### src/rtl/ajuste_horario.sv
// Time-setting controller: debounced buttons edit a BCD HH:MM snapshot that is strobed into the clock counters.
// Optional hold-to-repeat on inc/dec is compiled in with AUTO_REPEAT_EN.
module ajuste_horario #(
  parameter int DEBOUNCE_CYCLES = 500000,
  parameter int BLINK_DIV       = 12500000,
  parameter int REPEAT_DELAY    = 25000000,
  parameter int REPEAT_RATE     = 5000000
) (
  input  logic       i_clock,
  input  logic       i_reset,
  input  logic       i_btn_modo,
  input  logic       i_btn_inc,
  input  logic       i_btn_dec,
  input  logic [1:0] i_cur_h_dez,
  input  logic [3:0] i_cur_h_uni,
  input  logic [2:0] i_cur_m_dez,
  input  logic [3:0] i_cur_m_uni,
  output logic [1:0] o_set_h_dez,
  output logic [3:0] o_set_h_uni,
  output logic [2:0] o_set_m_dez,
  output logic [3:0] o_set_m_uni,
  output logic       o_load,
  output logic       o_editing,
  output logic [5:0] o_blank_mask
);

  localparam int DBW = $clog2(DEBOUNCE_CYCLES + 1);
  localparam int BKW = $clog2(BLINK_DIV + 1);

  typedef enum logic [1:0] {ST_RUN, ST_EDIT_H, ST_EDIT_M} state_t;

  logic [2:0]     w_btn;
  logic [2:0]     r_sync1, r_sync2, r_deb, r_press;
  logic [DBW-1:0] r_db_cnt [3];

  state_t         r_state;
  logic [1:0]     r_h_dez;
  logic [3:0]     r_h_uni;
  logic [2:0]     r_m_dez;
  logic [3:0]     r_m_uni;
  logic           r_load, r_editing, r_phase;
  logic [5:0]     r_mask;
  logic [BKW-1:0] r_blink_cnt;

  logic           w_modo, w_rep_inc, w_rep_dec, w_up, w_dn, w_step_up, w_step_dn;
  logic           w_snap_h_ok, w_snap_m_ok;
  logic [1:0]     w_hi_dez, w_hd_dez;
  logic [3:0]     w_hi_uni, w_hd_uni;
  logic [2:0]     w_mi_dez, w_md_dez;
  logic [3:0]     w_mi_uni, w_md_uni;
  logic [5:0]     w_sel;

  if (DEBOUNCE_CYCLES < 1 || BLINK_DIV < 1 || REPEAT_DELAY < 1 || REPEAT_RATE < 1) begin : g_param_check
    $error("ajuste_horario: timing parameters must be >= 1");
  end

  assign w_btn = {i_btn_dec, i_btn_inc, i_btn_modo};

  // Bit order {dec, inc, modo}; r_press pulses on the same edge the debounced level rises.
  always_ff @(posedge i_clock or posedge i_reset) begin
    if (i_reset) begin
      r_sync1 <= '0;
      r_sync2 <= '0;
      r_deb   <= '0;
      r_press <= '0;
      for (int i = 0; i < 3; i++) r_db_cnt[i] <= DBW'(DEBOUNCE_CYCLES - 1);
    end else begin
      r_sync1 <= w_btn;
      r_sync2 <= r_sync1;
      for (int i = 0; i < 3; i++) begin
        r_press[i] <= 1'b0;
        if (r_sync2[i] == r_deb[i]) begin
          r_db_cnt[i] <= DBW'(DEBOUNCE_CYCLES - 1);
        end else if (r_db_cnt[i] == '0) begin
          r_db_cnt[i] <= DBW'(DEBOUNCE_CYCLES - 1);
          r_deb[i]    <= r_sync2[i];
          r_press[i]  <= r_sync2[i];
        end else begin
          r_db_cnt[i] <= r_db_cnt[i] - DBW'(1);
        end
      end
    end
  end

`ifdef AUTO_REPEAT_EN
  localparam int RPW = $clog2(((REPEAT_DELAY > REPEAT_RATE) ? REPEAT_DELAY : REPEAT_RATE) + 1);

  logic [RPW-1:0] r_rep_cnt;
  logic           w_hold_up, w_hold_dn, w_rep_run, w_rep_hit;

  assign w_hold_up = r_deb[1] & ~r_deb[2];
  assign w_hold_dn = r_deb[2] & ~r_deb[1];
  assign w_rep_run = (r_state != ST_RUN) & ~w_modo & (w_hold_up | w_hold_dn);
  assign w_rep_hit = w_rep_run & (r_rep_cnt == '0);
  assign w_rep_inc = w_rep_hit & w_hold_up;
  assign w_rep_dec = w_rep_hit & w_hold_dn;

  always_ff @(posedge i_clock or posedge i_reset) begin
    if (i_reset)               r_rep_cnt <= RPW'(REPEAT_DELAY);
    else if (!w_rep_run)       r_rep_cnt <= RPW'(REPEAT_DELAY);
    else if (r_rep_cnt == '0)  r_rep_cnt <= RPW'(REPEAT_RATE - 1);
    else                       r_rep_cnt <= r_rep_cnt - RPW'(1);
  end
`else
  assign w_rep_inc = 1'b0;
  assign w_rep_dec = 1'b0;
`endif

  assign w_modo    = r_press[0];
  assign w_up      = r_press[1] | w_rep_inc;
  assign w_dn      = r_press[2] | w_rep_dec;
  assign w_step_up = w_up & ~w_dn;
  assign w_step_dn = w_dn & ~w_up;
  assign w_sel     = (r_state == ST_EDIT_M) ? 6'b001100 : 6'b110000;

  assign w_snap_h_ok = (i_cur_h_dez == 2'd2) ? (i_cur_h_uni <= 4'd3)
                                             : ((i_cur_h_dez < 2'd2) && (i_cur_h_uni <= 4'd9));
  assign w_snap_m_ok = (i_cur_m_dez <= 3'd5) && (i_cur_m_uni <= 4'd9);

  always_comb begin
    w_hi_dez = r_h_dez;
    w_hi_uni = r_h_uni + 4'd1;
    if (r_h_dez == 2'd2 && r_h_uni == 4'd3) begin
      w_hi_dez = 2'd0;
      w_hi_uni = 4'd0;
    end else if (r_h_uni == 4'd9) begin
      w_hi_dez = r_h_dez + 2'd1;
      w_hi_uni = 4'd0;
    end
    w_hd_dez = r_h_dez;
    w_hd_uni = r_h_uni - 4'd1;
    if (r_h_dez == 2'd0 && r_h_uni == 4'd0) begin
      w_hd_dez = 2'd2;
      w_hd_uni = 4'd3;
    end else if (r_h_uni == 4'd0) begin
      w_hd_dez = r_h_dez - 2'd1;
      w_hd_uni = 4'd9;
    end
    w_mi_dez = r_m_dez;
    w_mi_uni = r_m_uni + 4'd1;
    if (r_m_uni == 4'd9) begin
      w_mi_dez = (r_m_dez == 3'd5) ? 3'd0 : r_m_dez + 3'd1;
      w_mi_uni = 4'd0;
    end
    w_md_dez = r_m_dez;
    w_md_uni = r_m_uni - 4'd1;
    if (r_m_uni == 4'd0) begin
      w_md_dez = (r_m_dez == 3'd0) ? 3'd5 : r_m_dez - 3'd1;
      w_md_uni = 4'd9;
    end
  end

  always_ff @(posedge i_clock or posedge i_reset) begin
    if (i_reset) begin
      r_state     <= ST_RUN;
      r_h_dez     <= '0;
      r_h_uni     <= '0;
      r_m_dez     <= '0;
      r_m_uni     <= '0;
      r_load      <= 1'b0;
      r_editing   <= 1'b0;
      r_phase     <= 1'b0;
      r_mask      <= '0;
      r_blink_cnt <= BKW'(BLINK_DIV - 1);
    end else begin
      r_load <= 1'b0;
      case (r_state)
        ST_RUN: begin
          if (w_modo) begin
            r_state   <= ST_EDIT_H;
            r_editing <= 1'b1;
            r_h_dez   <= w_snap_h_ok ? i_cur_h_dez : 2'd0;
            r_h_uni   <= w_snap_h_ok ? i_cur_h_uni : 4'd0;
            r_m_dez   <= w_snap_m_ok ? i_cur_m_dez : 3'd0;
            r_m_uni   <= w_snap_m_ok ? i_cur_m_uni : 4'd0;
          end
        end
        ST_EDIT_H: begin
          if (w_modo) begin
            r_state <= ST_EDIT_M;
          end else if (w_step_up) begin
            r_h_dez <= w_hi_dez;
            r_h_uni <= w_hi_uni;
          end else if (w_step_dn) begin
            r_h_dez <= w_hd_dez;
            r_h_uni <= w_hd_uni;
          end
        end
        ST_EDIT_M: begin
          if (w_modo) begin
            r_state   <= ST_RUN;
            r_load    <= 1'b1;
            r_editing <= 1'b0;
          end else if (w_step_up) begin
            r_m_dez <= w_mi_dez;
            r_m_uni <= w_mi_uni;
          end else if (w_step_dn) begin
            r_m_dez <= w_md_dez;
            r_m_uni <= w_md_uni;
          end
        end
        default: r_state <= ST_RUN;
      endcase

      // Mask follows the new phase on the same edge so the blink never lags a state change.
      if (r_state == ST_RUN || w_modo || w_step_up || w_step_dn) begin
        r_blink_cnt <= BKW'(BLINK_DIV - 1);
        r_phase     <= 1'b0;
        r_mask      <= '0;
      end else if (r_blink_cnt == '0) begin
        r_blink_cnt <= BKW'(BLINK_DIV - 1);
        r_phase     <= ~r_phase;
        r_mask      <= r_phase ? 6'b000000 : w_sel;
      end else begin
        r_blink_cnt <= r_blink_cnt - BKW'(1);
      end
    end
  end

  assign o_set_h_dez  = r_h_dez;
  assign o_set_h_uni  = r_h_uni;
  assign o_set_m_dez  = r_m_dez;
  assign o_set_m_uni  = r_m_uni;
  assign o_load       = r_load;
  assign o_editing    = r_editing;
  assign o_blank_mask = r_mask;

endmodule
### config.mk
export PLATFORM = sky130hd
export DESIGN_NAME = ajuste_horario
export DESIGN_NICKNAME = d
export VERILOG_FILES = /design/src/rtl/ajuste_horario.sv
export SDC_FILE = /design/constraint.sdc
export NUM_CORES = 1
export LEC_CHECK = 0
export ABC_AREA = 1
export BUFFER_PORTS_ARGS = -buffer_cell sky130_fd_sc_hd__buf_2
export CAP_MARGIN = 30
export CORE_ASPECT_RATIO = 1.4
export CORE_MARGIN = 2
export CORE_UTILIZATION = 62
export CTS_BUF_LIST = sky130_fd_sc_hd__clkbuf_16
export CTS_CLUSTER_SIZE = 28
export DETAILED_ROUTE_END_ITERATION = 10
export PLACE_DENSITY_LB_ADDON = 0.12
export SETUP_SLACK_MARGIN = 0.1
export SLEW_MARGIN = 20
export SYNTH_ARGS = -nofsm -noshare
export SYNTH_HDL_FRONTEND = slang
export SYNTH_SLANG_ARGS = --single-unit
### constraint.sdc
create_clock -name i_clock -period 4.3 [get_ports i_clock]
set_clock_uncertainty 0.2 [all_clocks]
set_input_delay 0.645 -clock i_clock [delete_from_list [all_inputs] [get_ports i_clock]]
set_output_delay 0.645 -clock i_clock [all_outputs]
set_load 0.05 [all_outputs]
==> impl_metrics.yaml <==
power_and_ir_drop:
  ir_drop_mv: 0.247
  leakagePower_nw: 3.68
  p_per_area_mw_per_mm2: 319
  power_w: 0.00240
clock_tree:
  cts-root-buf: "clkbuf_16"
  cts.clk_slew.worst_paths_ps: 60
  clk_path_buf_depth: 2
  postCtsHoldBufs: 0
  post_cts_buffers: 0
  numCtsBuffers: 17
  post_cts_resized: 0
  cts_max_level: 4
  clock_latency_ps: 410
  clock-sinks: 113
  cts_tree: "yes"
worst_setup_path:
  worst-r2r-cell-count: 9
  crit_buf_inv: 1
  required_ps: 3450
  crit_family: "flip-flops"
  path_class: "reg2out"
  slowest_stage: "dfrtp_1"
  cp-start-kind: "register"
  cp_max_fo: 8
  worstPathCellList: "buf_2"
  crit_path_end_kind: "output port"
  slowest_delay_ps: 490
  worstPathArrival_ps: 1210
  cp.depth: 1
synthesis:
  synth_area_leaders: "dfrtp_1, dfstp_2, nand2_1"
  ys_async_sr_fraction: 1.00
  ys_seq_area_frac: 0.431
  yosysWarnings: 0
  synthesis.area_mm2: 0.00670
  ys_ff_latch: 113
  synth.most_common_cell: "nand2_1"
  synth_edf_count: 0
  synth-main-ff-cell: "dfrtp_1"
  netlist_instances: 874
  yosys-top-cells-count: "nand2_1, nor2_1, inv_1"
  synth_cell_types: 41
  avgSynthCellArea_um2: 7.66
  yosysTopAreaCell: "dfrtp_1"
  synth_top_area_share: 0.239
sta:
  period_minus_slack_ps: 2060
  totalNegativeSetupSlack_ps: 0
  max_freq_mhz: 486
  layout_setup_ws_ps: 2240
  setup_violations: 0
  hold_viol: 0
  period_share: 0.479
  rsz0062_at_grt: "false"
  slew_viol_final: 0
floorplan:
  start_util: 0.640
  fp.dieH_um: 127
  coreArea_mm2: 0.0105
  dieArea_mm2: 0.0117
  ios: 39
  placementRows: 44
  fp.dieW_um: 91.8
detailed_routing:
  num_vias: 5575
  totalWireLength_mm: 13.6
  drc: 0
  wire_per_inst_um: 12.7
  firstDrtPassIters: 7
  via_per_inst: 5.20
  antenna_left: 0
  first_iter_violations: 290
global_routing:
  grt_pass1_wl_mm: 24.3
  overflow: 0
  grt_start_max_net_pins: 81
  grt_use_total: 0.256
  grt_pass1_vias: 5802
  grt_antenna_before_repair: 0
run:
  cap_viol_max_count: 0
outcome:
  status: "complete, no violations"
layout:
  final_area_mm2: 0.00752
  syn_to_final_growth_pct: 12.3
  nNetsFinal: 957
  antenna_cells: 0
  final_layout_size_suffix_gt1_frac: 0.199
placed_design:
  pre_cts_ws_ps: 2260
  gp_congestion: 0.897
  dp_hpwl_mm: 9.93
  port_buffers: 36
  place_area_mm2: 0.00697
min_path:
  min_path_type: "in2async"
[per-stage QoR]
stage	instances	utilization	hold slack (ps)
finish	1073	0.719	16.8
global route	1073	0.719	37.7
CTS	1072	0.716	126
detailed placement	1040	0.667	135
global placement	1040	0.667	133
floorplan	875	-	131
[layout by cell type (no fill, tap or decap), drive strengths merged]
cell type | Yosys | routed
dfrtp | 64 | 64
a21oi | 11 | 11
buf | 9 | 39
dfstp | 49 | 49
or2 | 9 | 9
ha | 17 | 17
nand2 | 245 | 245
clkbuf | 2 | 17
conb | 1 | 2
o211ai | 3 | 3
nor2 | 189 | 189
nand3 | 66 | 66
and2 | 1 | 1
bufinv | 0 | 1
clkinvlp | 0 | 1
nor3 | 15 | 15
a31oi | 1 | 1
o21ai | 24 | 24
clkinv | 1 | 8
nand4 | 15 | 15
o21a | 1 | 1
inv | 100 | 106
nand3b | 7 | 7
xor2 | 34 | 34
xnor2 | 10 | 10
[kinds of logic (layout without fill, tap and decap cells)]
| kind of cell | count (synthesis) | in the layout | synth area share |
|---|---|---|---|
| buffers and inverters | 112 | 172 | 0.0717 |
| xor gates and xnor gates | 44 | 44 | 0.0575 |
| AOI/OAI and AO/OA | 40 | 40 | 0.0340 |
| and+or+nand+nor | 547 | 547 | 0.373 |
| adders and majority gates | 17 | 17 | 0.0318 |
| DFF | 113 | 113 | 0.431 |
| other | 1 | 2 | 0.000560 |
[registers in the layout, indices dropped and copies added, names as in the netlist, 4 cells and up]
register / count
r_blink_cnt: 24
r_db_cnt: 57
o_set_h_uni: 4
o_set_m_uni: 4
[area by class of cell]
type                            count  area (um2)
Inverter                          101         387
Clock inverter                     15        91.3
Clock buffer                       17         425
Timing Repair Buffer               39         223
Multi-Input combinational cell    650        3330
Sequential cell                   113        2890
Fill cell                         832        2940
Tap cell                          138         173
[routing by layer]
layer,global-route usage,vias to the layer above,share of wire
met5,0,-,0
met4,0.108,0,0.020
met3,0.0540,25,0.033
met2,0.471,103,0.54
met1,0.283,2627,0.41
li1,-,2820,-
[worst reg2reg max path: cells and delay by family, from the launching register on]
family | cells | cell delay [ps]
DFF | 1 | 380
adders and majority gates | 1 | 360
and+or+nand+nor | 4 | 480
buffers and inverters | 4 | 430
[final timing paths]
path	startpoint	end	slack, ps
min reg2reg	r_sync1[0]$_DFF_PP0_	r_sync2[0]$_DFF_PP0_	150
max reg2reg	r_press[2]$_DFF_PP0_	o_blank_mask[3]$_DFFE_PP0P_	2370
min in group i_clock	i_btn_modo	r_sync1[0]$_DFF_PP0_	140
max in group asynchronous	i_reset	r_blink_cnt[10]$_DFF_PP1_	2950
max	o_set_h_uni[0]$_DFFE_PP0P_	o_set_h_uni[0]	2240
min	i_reset	r_db_cnt[45]$_DFF_PP0_	20
[power by group]
part | total [W] | internal, W | switching, W | leakage, nW
logic | 0.0000893 | 0.0000256 | 0.0000637 | 2.06
clock network | 0.00122 | 0.000766 | 0.000456 | 0.276
registers | 0.00109 | 0.00108 | 0.00000553 | 1.34
Note: power is estimated with default switching activity, not from simulation.
